File: src/rtl/prog_loader.sv
// Program store ahead of the controller: loads instruction words over a
// valid/ready channel in program mode and serves registered fetches.
module prog_loader #(
    parameter int VEC_ID_W       = 4,
    parameter int REGFILE_ADDR_W = 4,
    parameter int ALLOC_LEN_W    = 8,
    parameter int DATA_ADDR_W    = 10,
    parameter int PROG_SIZE      = 16,
    parameter int INSTR_ADDR_W   = $clog2(PROG_SIZE),
    parameter int INSTR_W        = 2 + VEC_ID_W + 2*REGFILE_ADDR_W + ALLOC_LEN_W + 2*DATA_ADDR_W
) (
    input  logic                    clk,
    input  logic                    rst,
    input  logic                    prog,
    input  logic                    ld_valid,
    output logic                    ld_ready,
    input  logic [INSTR_W-1:0]      ld_data,
    input  logic                    ld_last,
    input  logic                    fetch,
    input  logic [INSTR_ADDR_W-1:0] pc,
    output logic [INSTR_W-1:0]      instr_word,
    output logic                    instr_valid,
    output logic                    prog_loaded,
    output logic [INSTR_ADDR_W:0]   prog_len,
    output logic                    ovf_err,
    output logic                    range_err
);

    typedef enum logic [1:0] {
        ST_EMPTY = 2'd0,
        ST_LOAD  = 2'd1,
        ST_READY = 2'd2
    } state_t;

    localparam logic [INSTR_ADDR_W:0] PTR_ONE  = (INSTR_ADDR_W+1)'(1);
    localparam logic [INSTR_ADDR_W:0] PTR_LAST = (INSTR_ADDR_W+1)'(PROG_SIZE - 1);
    localparam logic [INSTR_ADDR_W:0] LEN_FULL = (INSTR_ADDR_W+1)'(PROG_SIZE);

    state_t                  state_r, state_s;
    logic [INSTR_ADDR_W:0]   wr_ptr_r, wr_ptr_s;
    logic [INSTR_ADDR_W:0]   prog_len_r, prog_len_s;
    logic                    ovf_r, ovf_s;
    logic                    range_r, range_s;
    logic                    iv_r, iv_s;
    logic [INSTR_W-1:0]      word_r, word_s;
    logic                    mem_we_s;
    logic [INSTR_ADDR_W:0]   pc_ext_s;
    logic [INSTR_W-1:0]      mem_r [PROG_SIZE];

    assign pc_ext_s = {1'b0, pc};

    // Next-state, load bookkeeping and fetch response.
    always_comb begin
        state_s    = state_r;
        wr_ptr_s   = wr_ptr_r;
        prog_len_s = prog_len_r;
        ovf_s      = ovf_r;
        range_s    = range_r;
        iv_s       = 1'b0;
        word_s     = word_r;
        mem_we_s   = 1'b0;
        case (state_r)
            ST_EMPTY: begin
                if (prog) begin
                    state_s    = ST_LOAD;
                    wr_ptr_s   = '0;
                    prog_len_s = '0;
                    ovf_s      = 1'b0;
                    range_s    = 1'b0;
                end else begin
                    state_s = ST_EMPTY;
                end
            end
            ST_LOAD: begin
                // A handshake takes precedence over prog dropping in the same cycle.
                if (ld_valid) begin
                    mem_we_s = 1'b1;
                    wr_ptr_s = wr_ptr_r + PTR_ONE;
                    if (ld_last) begin
                        prog_len_s = wr_ptr_r + PTR_ONE;
                        state_s    = ST_READY;
                    end else if (wr_ptr_r == PTR_LAST) begin
                        prog_len_s = LEN_FULL;
                        ovf_s      = 1'b1;
                        state_s    = ST_READY;
                    end else begin
                        state_s = ST_LOAD;
                    end
                end else if (!prog) begin
                    state_s    = ST_EMPTY;
                    prog_len_s = '0;
                end else begin
                    state_s = ST_LOAD;
                end
            end
            ST_READY: begin
                if (prog) begin
                    state_s    = ST_LOAD;
                    wr_ptr_s   = '0;
                    prog_len_s = '0;
                    ovf_s      = 1'b0;
                    range_s    = 1'b0;
                end else if (fetch) begin
                    iv_s = 1'b1;
                    if (pc_ext_s < prog_len_r) begin
                        word_s = mem_r[pc];
                    end else begin
                        word_s  = '0;
                        range_s = 1'b1;
                    end
                end else begin
                    state_s = ST_READY;
                end
            end
            default: begin
                state_s = ST_EMPTY;
            end
        endcase
    end

    // Control and output registers.
    always_ff @(posedge clk or negedge rst) begin
        if (!rst) begin
            state_r    <= ST_EMPTY;
            wr_ptr_r   <= '0;
            prog_len_r <= '0;
            ovf_r      <= 1'b0;
            range_r    <= 1'b0;
            iv_r       <= 1'b0;
            word_r     <= '0;
        end else begin
            state_r    <= state_s;
            wr_ptr_r   <= wr_ptr_s;
            prog_len_r <= prog_len_s;
            ovf_r      <= ovf_s;
            range_r    <= range_s;
            iv_r       <= iv_s;
            word_r     <= word_s;
        end
    end

    // Instruction memory; contents survive reset and are don't-care until loaded.
    always_ff @(posedge clk) begin
        if (mem_we_s) begin
            mem_r[wr_ptr_r[INSTR_ADDR_W-1:0]] <= ld_data;
        end
    end

    assign ld_ready    = (state_r == ST_LOAD);
    assign prog_loaded = (state_r == ST_READY);
    assign prog_len    = prog_len_r;
    assign ovf_err     = ovf_r;
    assign range_err   = range_r;
    assign instr_valid = iv_r;
    assign instr_word  = word_r;

endmodule

File: config.mk
export PLATFORM = sky130hd
export DESIGN_NAME = prog_loader
export DESIGN_NICKNAME = d
export VERILOG_FILES = /design/src/rtl/prog_loader.sv
export SDC_FILE = /design/constraint.sdc
export NUM_CORES = 1
export LEC_CHECK = 0
export CAP_MARGIN = 20
export CORE_MARGIN = 2
export CORE_UTILIZATION = 55
export DETAILED_ROUTE_END_ITERATION = 7
export PLACE_DENSITY = 0.73
export SETUP_SLACK_MARGIN = 0.3
export SYNTH_ARGS = -nofsm -noshare
export SYNTH_HDL_FRONTEND = slang
export SYNTH_SLANG_ARGS = --single-unit
export TNS_END_PERCENT = 30
File: constraint.sdc
create_clock -name clk -period 6.1 [get_ports clk]
set_input_delay 1.83 -clock clk [delete_from_list [all_inputs] [get_ports clk]]
set_output_delay 1.83 -clock clk [all_outputs]
set_load 0.02 [all_outputs]
==> results.md, run 1 <==
Finish:
- The proportion of layout cells with a drive suffix above 1 is 22.7%.
- At the end of the flow the core is filled with cells to 64.6%.
- The area overhead of the layout relative to synthesis is 15.4%.
- The design area is 0.0318 mm^2.
- At the end of the flow, the number of nets in the layout was 1,436.
- Leaving out filler cells and counting taps, the final layout contains 2,096.
- The number of antenna diodes in the final layout is 0.

Power:
- The design internal power is 8.51 mW.
- The total power per unit cell area is 345 mW/mm^2.
- The maximum vdd ir drop is 0.000172 V.
- The share of total power dissipated in sequential elements is 52.9%.
- The fraction of power spent switching nets is 22.4%.
- Per report_power, the clock group accounts for 38.7% of the total.
- The analysis attributes to net switching a power of 2.45 mW.
- The share of total power dissipated in combinational logic is 8.4%.
- The completed layout was analyzed and its total power is 11.0 mW.
- For this design the static power due to leakage is 10.3 nW.

Floorplan:
- The site row count is 81.
- 104 I/O pins were placed.
- The region available for standard cell placement spans 0.0492 mm^2.
- Measured along the x axis, the die boundary spans 228 um.
- The floorplan step defined a die boundary enclosing 0.0518 mm^2.
- The initial utilization of the core area, before any placement, comes to 56.0%.
- The height of the chip is 228 um.

Setup path:
- The critical path is of the input pin to register type.
- The data required time of the worst path is 6.37 ns.
- In this run the critical register-to-register path is launched from state_r[0]$_DFFE_PN0N_.
- In this design, the stage delay of the slowest critical-path cell is 0.74 ns.
- STA classifies the critical path endpoint as a register.
- The critical path contains buffers and inverters numbering 3 combined.
- The master of the slowest instance on the critical path is sky130_fd_sc_hd__nor2_4.
- Of all nets on the critical path, the largest fanout is 20.
- The signal on the critical path passes through clkdlybuf4s50_1, nand2_1, nor2_1, buf_4, nand2_1, nor2_4, buf_4.
- The critical path starts at ld_valid.
- The category of the worst setup path launch point is an input pin.
- Among cell families on the critical path, the largest total delay comes from simple AND/OR/NAND/NOR gates.
- For the worst setup path, the data arrival time is 4.28 ns.

Timing:
- The minimum hold slack is 0.509 ns.
- The share of the clock period used by the worst path after layout is 65.7%.
- The worst relative slew slack is 26.9%.
- The total count of max-transition violations in the final report is 0.
- The worst clock skew on the final layout is 0.0274 ns.
- The final setup violation count is 0.
- The slew of the pin with the lowest slew margin is 1.10 ns.
- After layout, the worst setup slack is 2.09 ns.
- Setup repair after global routing left no endpoint under its margin.
- The smallest clock period supported by the final layout is computed as 4.01 ns.
- The post-route setup TNS is 0 ns.
- Timing would allow up to 249 MHz.
- The number of endpoints with negative hold slack in the final report is 0.

Detailed routing:
- The routed wire length is 60.0 mm.
- The routed layout has 13,400 vias.
- The post-detailed-route wirelength per cell is 28.6 um.
- The violation count after the first detailed-routing iteration is 1,723.
- The met2 wirelength from detailed routing is 28.0 mm.
- Using the TritonRoute via totals, the vias-per-cell ratio works out to 6.38.
- For this block, wires on met1 add up to 24.8 mm.
- Detailed routing placed a total of 6.10 mm of wire on met3.
- The number of detailed-routing iterations run before antenna repair is 5.
- The count of nets left with antenna violations once routing finished came out at 0.
- The number of remaining DRC errors is 0.
- The detailed router used layers up to and including met4.

Place:
- The quantity of I/O buffers inserted on ports is 103.
- The placer's final routability congestion estimate is 0.801.
- Prior to clock tree synthesis, the placed netlist has a worst setup slack of 1.50 ns.
- The placed standard-cell area is 0.0295 mm^2.
- The estimated wirelength of the detail-placed design is 32.9 mm.
- The number of placed instances, taps included, is 1,968.

Global routing:
- Across every metal layer, demand over resource in global routing totals 24.2%.
- The number of global-route vias before repair was 13,700.
- For this run the aggregate overflow at the end of global routing stands at 0.
- The number of antenna violations at the first check in global routing was 0.
- Entering global routing, the biggest net connects 86 pins.
- The first-pass GRT wire length is 89.4 mm.

Clock network:
- The clock tree from TritonCTS is done.
- The clock root buffer is sky130_fd_sc_hd__clkbuf_16.
- The number of buffers between clock root and the deepest sink is 3.
- After clock tree synthesis, the clock-pin slew on the worst setup and hold paths is 0.06 ns.
- Buffers inserted to repair hold after CTS numbered 0.
- In this run, post-CTS repair resized a total of 0 instances.
- The source-to-sink clock delay at the later pin of the worst-skew pair is 0.61 ns.
- The H-tree was split into 3 levels.
- The total number of clock tree sinks is 729.
- In this run the post-CTS setup repair buffer count came out at 0.
- The number of clock buffers inserted by TritonCTS is 70.

Synth:
- Among all flip-flop cells after synthesis, the most frequent one is sky130_fd_sc_hd__edfxtp_1.
- In this run, synthesis produced a sequential element count of 729.
- The proportion of synthesized chip area in sequential cells is 78.5%.
- For this run, asynchronously set or reset flops after synthesis account for 7.82%.
- A synthesized cell averages 22.2 um^2.
- The synthesized netlist contains 38 unique library cells.
- In this run the cell area of the synthesized design comes to 0.0275 mm^2.
- The warning count from the yosys run is 0.
- Synthesis handed over a netlist of 1,237 instances.
- The net count after synthesis is 1,297.
- Yosys mapped a number of flops with a built-in enable equal to 672.

Min path:
- The worst hold path belongs to the class register to register.
- In this run the most critical hold path is launched from instr_word[39]$_DFFE_PN0P_.

Status:
- The flow ran to the end, and the final reports show no timing, DRC or antenna violations.

Run:
- Max-cap violations in this run came to 0.
routing by layer:
metal | GRT usage (%) | vias up
li1 | - | 5490
met1 | 37.5 | 7092
met2 | 36.1 | 712
met3 | 4.47 | 88
met4 | 7.04 | 0
met5 | 0 | -
logic make-up (layout without fill, tap and decap cells):
kind of cell | after synthesis | in the layout | synth area share, %
AO/OA/AOI/OAI | 151 | 151 | 4.23
adder cells (fa/ha/maj) | 8 | 8 | 0.364
AND/OR/NAND/NOR | 97 | 97 | 1.52
XOR/XNOR | 3 | 3 | 0.0955
buffers and inverters | 79 | 274 | 1.50
flip-flops | 729 | 729 | 78.5
multiplexers | 170 | 170 | 13.8
cell usage in the layout (no fill, tap or decap), types with 5 or more instances in the layout:
master and instances:
sky130_fd_sc_hd__a21oi_1 7, sky130_fd_sc_hd__a22o_1 44, sky130_fd_sc_hd__a22oi_1 82, sky130_fd_sc_hd__buf_12 9, sky130_fd_sc_hd__buf_4 26, sky130_fd_sc_hd__clkbuf_1 19
sky130_fd_sc_hd__clkbuf_16 74, sky130_fd_sc_hd__clkdlybuf4s50_1 100, sky130_fd_sc_hd__clkinv_1 12, sky130_fd_sc_hd__clkinv_2 10, sky130_fd_sc_hd__dfrtp_1 57, sky130_fd_sc_hd__edfxtp_1 672
sky130_fd_sc_hd__ha_1 8, sky130_fd_sc_hd__inv_1 9, sky130_fd_sc_hd__mux4_2 167, sky130_fd_sc_hd__nand2_1 52, sky130_fd_sc_hd__nor2_1 7, sky130_fd_sc_hd__nor2_4 13
sky130_fd_sc_hd__nor2b_1 5
cells in the mapped netlist (2+ instances only):
cell type | number | area, um^2
sky130_fd_sc_hd__nor2_1 | 20 | 75.1
sky130_fd_sc_hd__nor2b_1 | 7 | 43.8
sky130_fd_sc_hd__a211oi_1 | 2 | 15.0
sky130_fd_sc_hd__ha_1 | 8 | 100
sky130_fd_sc_hd__mux4_2 | 167 | 3760
sky130_fd_sc_hd__mux2i_1 | 2 | 20.0
sky130_fd_sc_hd__nand3_1 | 3 | 15.0
sky130_fd_sc_hd__a31oi_1 | 3 | 18.8
sky130_fd_sc_hd__nand2b_1 | 5 | 31.3
sky130_fd_sc_hd__a22o_1 | 44 | 385
sky130_fd_sc_hd__buf_6 | 12 | 135
sky130_fd_sc_hd__xnor2_1 | 2 | 17.5
sky130_fd_sc_hd__a21oi_1 | 7 | 35.0
sky130_fd_sc_hd__o21ai_0 | 2 | 10.0
sky130_fd_sc_hd__and2_1 | 2 | 12.5
sky130_fd_sc_hd__inv_1 | 9 | 33.8
sky130_fd_sc_hd__buf_4 | 3 | 22.5
sky130_fd_sc_hd__nor3_1 | 4 | 20.0
sky130_fd_sc_hd__edfxtp_1 | 672 | 20200
sky130_fd_sc_hd__nand2_1 | 52 | 195
sky130_fd_sc_hd__buf_2 | 13 | 65.1
sky130_fd_sc_hd__clkbuf_1 | 41 | 154
sky130_fd_sc_hd__a21o_1 | 2 | 15.0
sky130_fd_sc_hd__dfrtp_1 | 57 | 1430
sky130_fd_sc_hd__o31ai_1 | 4 | 30.0
sky130_fd_sc_hd__a22oi_1 | 82 | 616
cell type report:
cell class | instances | area, um^2
flip-flops and latches | 729 | 21600
fillers | 3165 | 17400
multi-input cells | 429 | 5660
clock buffers | 97 | 1980
repair buffers | 137 | 1400
well taps | 664 | 831
clock inverters | 31 | 264
inverters | 9 | 33.8
power groups by stage:
| stage | Clock (mW) | Combinational (mW) | Sequential (mW) |
|---|---|---|---|
| final | 4.24 | 0.925 | 5.80 |
| after global routing | 4.47 | 0.989 | 5.82 |
| after CTS | 4.29 | 0.932 | 5.80 |
| after detailed placement | 0 | 0.924 | 5.90 |
| after global placement | 0 | 0.911 | 5.89 |
| after floorplan | 0 | 0.438 | 5.93 |
state kept, by name, summed over array words and instances (netlist names):
name         count
mem_r          672
instr_word      42
prog_len         5
wr_ptr_r         5
state_r          2
instr_valid      1
ovf_err          1
range_err        1
path summary, 6_finish.rpt:
path / depth (start not counted) / end / slack (ns)
setup / recovery: 7 / mem_r[7][41]$_DFFE_PP_ / 2.09
hold reg to reg: 1 / instr_word[39]$_DFFE_PN0P_ / 0.51
setup reg to reg: 6 / mem_r[7][41]$_DFFE_PP_ / 3.30
max in group asynchronous: 1 / instr_word[22]$_DFFE_PN0P_ / 4.07
hold / removal: 1 / instr_word[39]$_DFFE_PN0P_ / 0.51
min in group asynchronous: 1 / instr_word[31]$_DFFE_PN0P_ / 1.38
Power figures use the tool's default switching activity.
==> run 2, diff against run 1 <==
==> constraint.sdc (replaced) <==
create_clock -name clk -period 3.7 [get_ports clk]
set_input_delay 1.11 -clock clk [delete_from_list [all_inputs] [get_ports clk]]
set_output_delay 1.11 -clock clk [all_outputs]
set_load 0.02 [all_outputs]
==> run 2 against run 1 <==
Combinational power rose by 71%. Sequential cell count unchanged. Die area did not move. First-iteration DRC count down 4.0%. Non-clock buffer count increased by 26. Routed wire length up 0.13%. Sequential share of layout area is 1.0 points lower. Global-route usage shrank 0.12 points. Hold slack got worse by 0.0045 ns. Clock-buffer cell count increased by 8. Largest cell class unchanged. Largest power group unchanged. Highest routed layer is now met5.
==> results.md, run 2 (synthesis gave the netlist of run 1 again) <==
Status:
- The flow ran to the end, and the final reports show no timing, DRC or antenna violations.

Detailed routing:
- The length of routed wiring on met1 is 24.7 mm (-0.27%).
- The routed wire length on met3 is 5.14 mm (-16%).
- The residual antenna-violating net count after detailed routing was 0 (unchanged).
- The overall via count from detail_route was 13,400 (-0.10%).
- The post-detailed-route wirelength per cell is 28.3 um (-1.3%).
- The violation count after the first detailed-routing iteration is 1,654 (-4.0%).
- The routed via count divided by cell count is 6.29 (-1.5%).
- The number of remaining DRC errors is 0 (unchanged).
- The met2 wirelength from detailed routing was 29.0 mm (+3.3%).
- The top metal layer carrying routed signals is met5.
- The routed wire length is 60.1 mm (+0.13%).
- The number of detailed-routing iterations run before antenna repair is 5 (unchanged).

Finish:
- The antenna cell count came to 0 (unchanged).
- The final standard cell utilization of the core is 65.7% (+1.0 points).
- The proportion of layout cells with a drive suffix above 1 came to 23.9% (+1.2 points).
- The top cell types in the final layout, fill and taps aside, are sky130_fd_sc_hd__edfxtp_1, sky130_fd_sc_hd__mux4_2, sky130_fd_sc_hd__clkdlybuf4s50_1, sky130_fd_sc_hd__a22oi_1, sky130_fd_sc_hd__clkbuf_16.
- The number of nets at the end of the flow is 1,463 (+1.9%).
- Relative to the synthesized area, the layout overhead comes to 17.3%.
- The library cell used most frequently in the layout, excluding fill and tap cells, is sky130_fd_sc_hd__edfxtp_1.
- The design area came to 0.0323 mm^2 (+1.6%).
- The flip-flop count of the largest register, all copies and words added is 672 (unchanged).
- The number of standard cells in the final layout excluding fillers was 2,126 (+1.4%).

Clock network:
- The number of buffers between clock root and the deepest sink is 3 (unchanged).
- The clock transition at the register clock pins on the worst setup and hold paths after CTS is 0.06 ns (about the same).
- The post-CTS setup buffer count was 0 (unchanged).
- The source-to-sink clock delay at the later pin of the worst-skew pair is 0.61 ns (about the same).
- The clock tree from TritonCTS is done.
- The count of hold-fix buffers inserted at cts is 0 (unchanged).
- The number of resized instances in the post-cts repair step was 0 (unchanged).
- The root buffer cell chosen for the clock tree is sky130_fd_sc_hd__clkbuf_16.
- The total number of clock tree sinks is 729 (unchanged).
- The maximum level of the CTS H-tree came to 3 (unchanged).
- The number of clock buffers inserted by TritonCTS is 71 (+1.4%).

Setup path:
- The worst setup path is captured at an output port.
- In this run the critical register-to-register path is captured at mem_r[0][24]$_DFFE_PP_.
- The startpoint identified for the worst register-to-register timing path is state_r[0]$_DFFE_PN0N_.
- The critical path class is register to output port.
- The worst-case register-to-register setup slack is 1.31 ns (-1.99 ns).
- The slowest stage of the critical path belongs to the cell sky130_fd_sc_hd__clkdlybuf4s50_1.
- Among cell families on the critical path, the largest total delay comes from buffers and inverters.
- The largest fanout on the critical path is 11 (-45%).
- The number of buffer and inverter instances along the worst setup path is 1 (-2).
- The endpoint arrival time on the critical path is 2.02 ns (-2.26 ns).
- The data required time of the worst path is 2.59 ns (-3.78 ns).
- The worst setup path is launched from a register.
- The number of cell instances on the worst register-to-register path is 5 (-1).
- The delay of the slowest critical-path stage came to 0.63 ns (-0.11 ns).
- Traced cell by cell, the critical path runs through nor2b_1, clkdlybuf4s50_1.

Floorplan:
- The die boundary width came to 228 um (unchanged).
- The boundary pin count was 104 (unchanged).
- The core box area is 0.0492 mm^2 (unchanged).
- The initial core utilization came to 56.0% (unchanged).
- The site row count is 81 (unchanged).
- The die area is 0.0518 mm^2 (unchanged).
- The height of the chip is 228 um (unchanged).

Timing:
- Counting I/O delays and the setup requirement, the final critical path takes 3.13 ns.
- The post-route setup TNS was 0 ns (unchanged).
- The total count of max-transition violations in the final report was 0 (unchanged).
- The worst path uses 84.7% of the clock period.
- The number of endpoints with negative hold slack in the final report was 0 (unchanged).
- The setup slack after layout is 0.567 ns (-1.52 ns).
- The minimum hold slack was 0.504 ns (-0.00450 ns).
- Based on the critical path, the design can be clocked at up to 319 MHz.
- The final setup violation count is 0 (unchanged).
- The slew of the pin with the lowest slew margin is 0.996 ns (-0.101 ns).
- The worst relative slew slack is 33.5% (+6.6 points).
- The worst clock skew on the final layout is 0.0196 ns (-0.00779 ns).
- Setup repair after global routing left no endpoint under its margin.

Place:
- The placed standard-cell area came to 0.0300 mm^2 (+1.5%).
- The estimated wirelength of the detail-placed design is 31.7 mm (-3.7%).
- The quantity of I/O buffers inserted on ports was 103 (unchanged).
- The post-placement setup slack is 0.258 ns (-1.24 ns).
- The placer's final routability congestion estimate is 0.776 (-3.2%).
- The placed instance count is 1,994 (+1.3%).

Global routing:
- The number of antenna violations at the first check in global routing is 3 (+3).
- The number of global-route vias before repair is 13,700 (+0.53%).
- The total global-route track usage came to 24.1% (-0.12 points).
- The maximum number of pins on one net before global-route repair came to 60 (-30%).
- The first-pass GRT wire length is 89.1 mm (-0.34%).
- The total congestion overflow after global routing is 0 (unchanged).

Run:
- The max-capacitance violation count is 0 (unchanged).

Min path:
- The source of the worst hold timing path is instr_word[14]$_DFFE_PN0P_.
- The number of cells traversed by the worst hold path came to 1 (unchanged).
- In this run the worst hold path is classified as register to register.
- The path with the worst hold slack has its endpoint at instr_word[14]$_DFFE_PN0P_.

Power:
- The static leakage power came to 10.5 nW (+2.0%).
- The maximum vdd ir drop is 0.000420 V (+140%).
- The total power per unit cell area is 566 mW/mm^2 (+64%).
- The total power draw is 18.3 mW (+66%).
==> run 2: cell types whose count changed in the layout (fill, tap and decap cells not counted), moves of 3 or more <==
| cell | before | now |
|---|---|---|
| sky130_fd_sc_hd__buf_12 | 9 | 27 |
| sky130_fd_sc_hd__buf_4 | 26 | 34 |
| sky130_fd_sc_hd__clkbuf_1 | 19 | 22 |
| sky130_fd_sc_hd__clkbuf_8 | 4 | 8 |
| sky130_fd_sc_hd__clkinv_2 | 10 | 3 |
==> run 2: how the worst max path moves through the flow <==
stage | start | endpoint | slack (ns) | cells after the start
after floorplan | ld_valid | mem_r[7][0]$_DFFE_PP_ | -0.33 | 4
after global placement | ld_valid | mem_r[0][34]$_DFFE_PP_ | 0.28 | 6
after detailed placement | ld_valid | mem_r[0][34]$_DFFE_PP_ | 0.26 | 6
after CTS | state_r[0]$_DFFE_PN0N_ | ld_ready | 0.55 | 2
after global routing | state_r[0]$_DFFE_PN0N_ | ld_ready | 0.43 | 2
final | state_r[0]$_DFFE_PN0N_ | ld_ready | 0.57 | 2
==> run 2: power by group <==
part / leakage, nW / internal [mW] / total [mW] / switching, mW
Sequential: 6.82 / 9.36 / 9.56 / 0.195
Combinational: 2.56 / 0.697 / 1.58 / 0.888
Clock: 1.12 / 4.16 / 7.11 / 2.95
Total: 10.5 / 14.2 / 18.3 / 4.03
==> run 2: per-layer routing <==
layer | up-vias | track usage (%)
li1 | 5561 | -
met1 | 7090 | 34.7
met2 | 626 | 37.7
met3 | 85 | 5.22
met4 | 6 | 7.74
met5 | - | 0
==> run 2: cell type report <==
cell class	instances	area, um^2
inverters	9	33.8
well taps	664	831
flip-flops and latches	729	21600
repair buffers	163	1820
clock inverters	27	238
fillers	3070	16900
multi-input cells	429	5670
clock buffers	105	2070
==> run 3, diff against run 2 <==
==> constraint.sdc (replaced) <==
create_clock -name clk -period 3 [get_ports clk]
set_input_delay 0.9 -clock clk [delete_from_list [all_inputs] [get_ports clk]]
set_output_delay 0.9 -clock clk [all_outputs]
set_load 0.02 [all_outputs]
==> run 3 against run 2 <==
Sequential cell count unchanged. Die area unchanged. Clock power increased by 30%. Routed wire length increased by 4.7%. First-iteration DRC count increased by 4.7%. Via count increased by 2.2%. Design area increased by 1.8%. Register-to-register slack got worse by 0.41 ns. Non-clock buffer count increased by 25. Highest routed layer is now met4.
==> results.md, run 3 (synthesis gave the netlist of run 1 again) <==
Global routing:
- The number of antenna violations at the first check in global routing is 0 (-3).
- The total congestion overflow after global routing is 0 (unchanged).
- The number of global-route vias before repair was 13,900 (+1.4%).
- The total global-route track usage is 25.3% (+1.2 points).
- The first-pass GRT wire length came to 92.6 mm (+4.0%).
- The maximum number of pins on one net before global-route repair is 58 (-3.3%).

Setup path:
- Traced cell by cell, the critical path runs through clkdlybuf4s50_1.
- The type of destination of the critical path is an output port.
- The largest fanout on the critical path is 2 (-9).
- The master of the slowest instance on the critical path is sky130_fd_sc_hd__clkdlybuf4s50_1.
- The number of buffer and inverter instances along the worst setup path was 1 (unchanged).
- The critical path class is register to output port.
- The endpoint arrival time on the critical path came to 1.74 ns (-0.28 ns).
- On the critical path the largest part of the delay comes from buffers and inverters.
- The delay of the slowest critical-path stage is 0.66 ns (+0.03 ns).
- The data required time of the worst path is 2.10 ns (-0.49 ns).
- The category of the worst setup path launch point is a register.

Detailed routing:
- The number of remaining DRC errors is 0 (unchanged).
- The routed via count divided by cell count was 6.35 (+0.98%).
- The post-detailed-route wirelength per cell is 29.2 um (+3.4%).
- The overall via count from detail_route is 13,700 (+2.2%).
- The number of detailed-routing iterations run before antenna repair is 7 (+2).
- The violation count after the first detailed-routing iteration is 1,732 (+4.7%).
- The routed wire length was 62.9 mm (+4.7%).
- The residual antenna-violating net count after detailed routing came to 0 (unchanged).

Floorplan:
- The boundary pin count was 104 (unchanged).
- The core box area is 0.0492 mm^2 (unchanged).
- The height of the chip is 228 um (unchanged).
- The initial core utilization is 56.0% (unchanged).
- The die area is 0.0518 mm^2 (unchanged).
- The die boundary width is 228 um (unchanged).
- The site row count is 81 (unchanged).

Finish:
- The proportion of layout cells with a drive suffix above 1 is 26.3% (+2.4 points).
- The flip-flop count of the largest register, all copies and words added is 672 (unchanged).
- The number of nets at the end of the flow is 1,489 (+1.8%).
- In the layout the commonest cells are sky130_fd_sc_hd__edfxtp_1, sky130_fd_sc_hd__mux4_2, sky130_fd_sc_hd__clkdlybuf4s50_1, sky130_fd_sc_hd__a22oi_1, sky130_fd_sc_hd__clkbuf_16.
- The antenna cell count was 0 (unchanged).
- The area overhead of the layout relative to synthesis is 19.4%.
- The library cell used most frequently in the layout, excluding fill and tap cells, is sky130_fd_sc_hd__edfxtp_1.

Clock network:
- The clock transition at the register clock pins on the worst setup and hold paths after CTS came to 0.06 ns (about the same).
- The count of hold-fix buffers inserted at cts came to 0 (unchanged).
- The clock root buffer is sky130_fd_sc_hd__clkbuf_16.
- The maximum level of the CTS H-tree came to 3 (unchanged).
- The source-to-sink clock delay at the later pin of the worst-skew pair was 0.61 ns (about the same).
- The number of buffers between clock root and the deepest sink came to 3 (unchanged).
- The clock tree from TritonCTS is done.
- The total number of clock tree sinks is 729 (unchanged).
- The number of clock buffers inserted by TritonCTS is 72 (+1.4%).

Timing:
- The worst clock skew on the final layout is 0.0275 ns (+0.00791 ns).
- The share of the clock period used by the worst path after layout is 88.0%.
- Setup repair after global routing left no endpoint under its margin.
- The slew of the pin with the lowest slew margin is 0.972 ns (-0.0233 ns).
- Based on the critical path, the design can be clocked at up to 379 MHz.
- The number of endpoints with negative hold slack in the final report is 0 (unchanged).
- The worst relative slew slack is 35.2% (+1.7 points).
- The minimum clock period after layout is 2.64 ns.
- The final setup violation count is 0 (unchanged).
- The minimum hold slack came to 0.453 ns (-0.0513 ns).
- The post-route setup TNS is 0 ns (unchanged).
- The total count of max-transition violations in the final report came to 0 (unchanged).

Power:
- The part of the total power dissipated in sequential elements is 51.1% (-1.3 points).
- The design internal power is 18.0 mW (+27%).
- The net load switching power is 5.10 mW (+27%).
- The fraction of power spent switching nets is 22.1% (about the same).
- The power share of the combinational group is 8.8% (about the same).
- The clock power share was 40.1% (+1.1 points).
- The total power per unit cell area is 703 mW/mm^2 (+24%).
- The maximum vdd ir drop is 0.000471 V (+12%).
- The static leakage power came to 10.8 nW (+2.7%).

Place:
- The estimated wirelength of the detail-placed design is 35.4 mm (+12%).
- The placer's final routability congestion estimate was 0.810 (+4.4%).
- The quantity of I/O buffers inserted on ports came to 103 (unchanged).

Min path:
- The kind of path behind the tightest hold check is input pin to asynchronous set/reset pin.

Run:
- The max-capacitance violation count came to 0 (unchanged).

Status:
- The flow ran to the end, and the final reports show no timing, DRC or antenna violations.
## run 3: final cells by class
class	count	area [um^2]
Inverter	9	33.8
Clock inverter	39	469
Tap cell	664	831
Timing Repair Buffer	188	2230
Fill cell	2998	16300
Sequential cell	729	21600
Multi-Input combinational cell	429	5700
Clock buffer	94	1980
## run 3: per-layer routing
layer | share of wire (%) | routed length, um | global-route usage [%]
met5 | 0 | 0 | 0
met4 | 2.1 | 1300 | 7.76
met3 | 9.7 | 6110 | 5.59
met2 | 48 | 30300 | 39.2
met1 | 40 | 25200 | 36.9
## run 3: timing repair
action / in CTS / in global routing
buffers inserted: 2 / 0
gates resized for setup: 2 / 1
setup endpoints to repair: 2 / 1
## run 3: stage by stage
stage	setup slack [ns]	instances	util (%)	cell area [um^2]	total power, mW
after floorplan	0.0842	1237	-	27600	13.0
after global placement	-0.187	2015	61.7	30300	14.0
after detailed placement	-0.150	2016	61.8	30400	14.0
after CTS	0.154	2151	66.8	32800	23.2
after global routing	0.315	2152	66.8	32800	23.8
final	0.360	2152	66.8	32800	23.1
## run 3: worst paths after layout
kind                                                    to  cells after the start                        from  slack [ns]
min in group clk                instr_word[36]$_DFFE_PN0P_                      1  instr_word[36]$_DFFE_PN0P_        0.51
worst min register to register  instr_word[36]$_DFFE_PN0P_                      1  instr_word[36]$_DFFE_PN0P_        0.51
worst min-delay path            instr_word[30]$_DFFE_PN0P_                      1                         rst        0.45
worst max-delay path                         instr_word[5]                      1   instr_word[5]$_DFFE_PN0P_        0.36
max in group asynchronous           state_r[0]$_DFFE_PN0N_                      1                         rst        1.87
worst max register to register     prog_len[3]$_DFFE_PN0P_                      9     wr_ptr_r[0]$_DFFE_PN0P_        0.90
## run 3: power groups by stage
stage	registers, mW	logic (mW)	clock network, mW
after CTS	11.8	2.04	9.39
after detailed placement	12.0	2.01	0
after global routing	11.8	2.16	9.76
after floorplan	12.0	0.931	0
after global placement	12.0	1.96	0
final	11.8	2.02	9.27
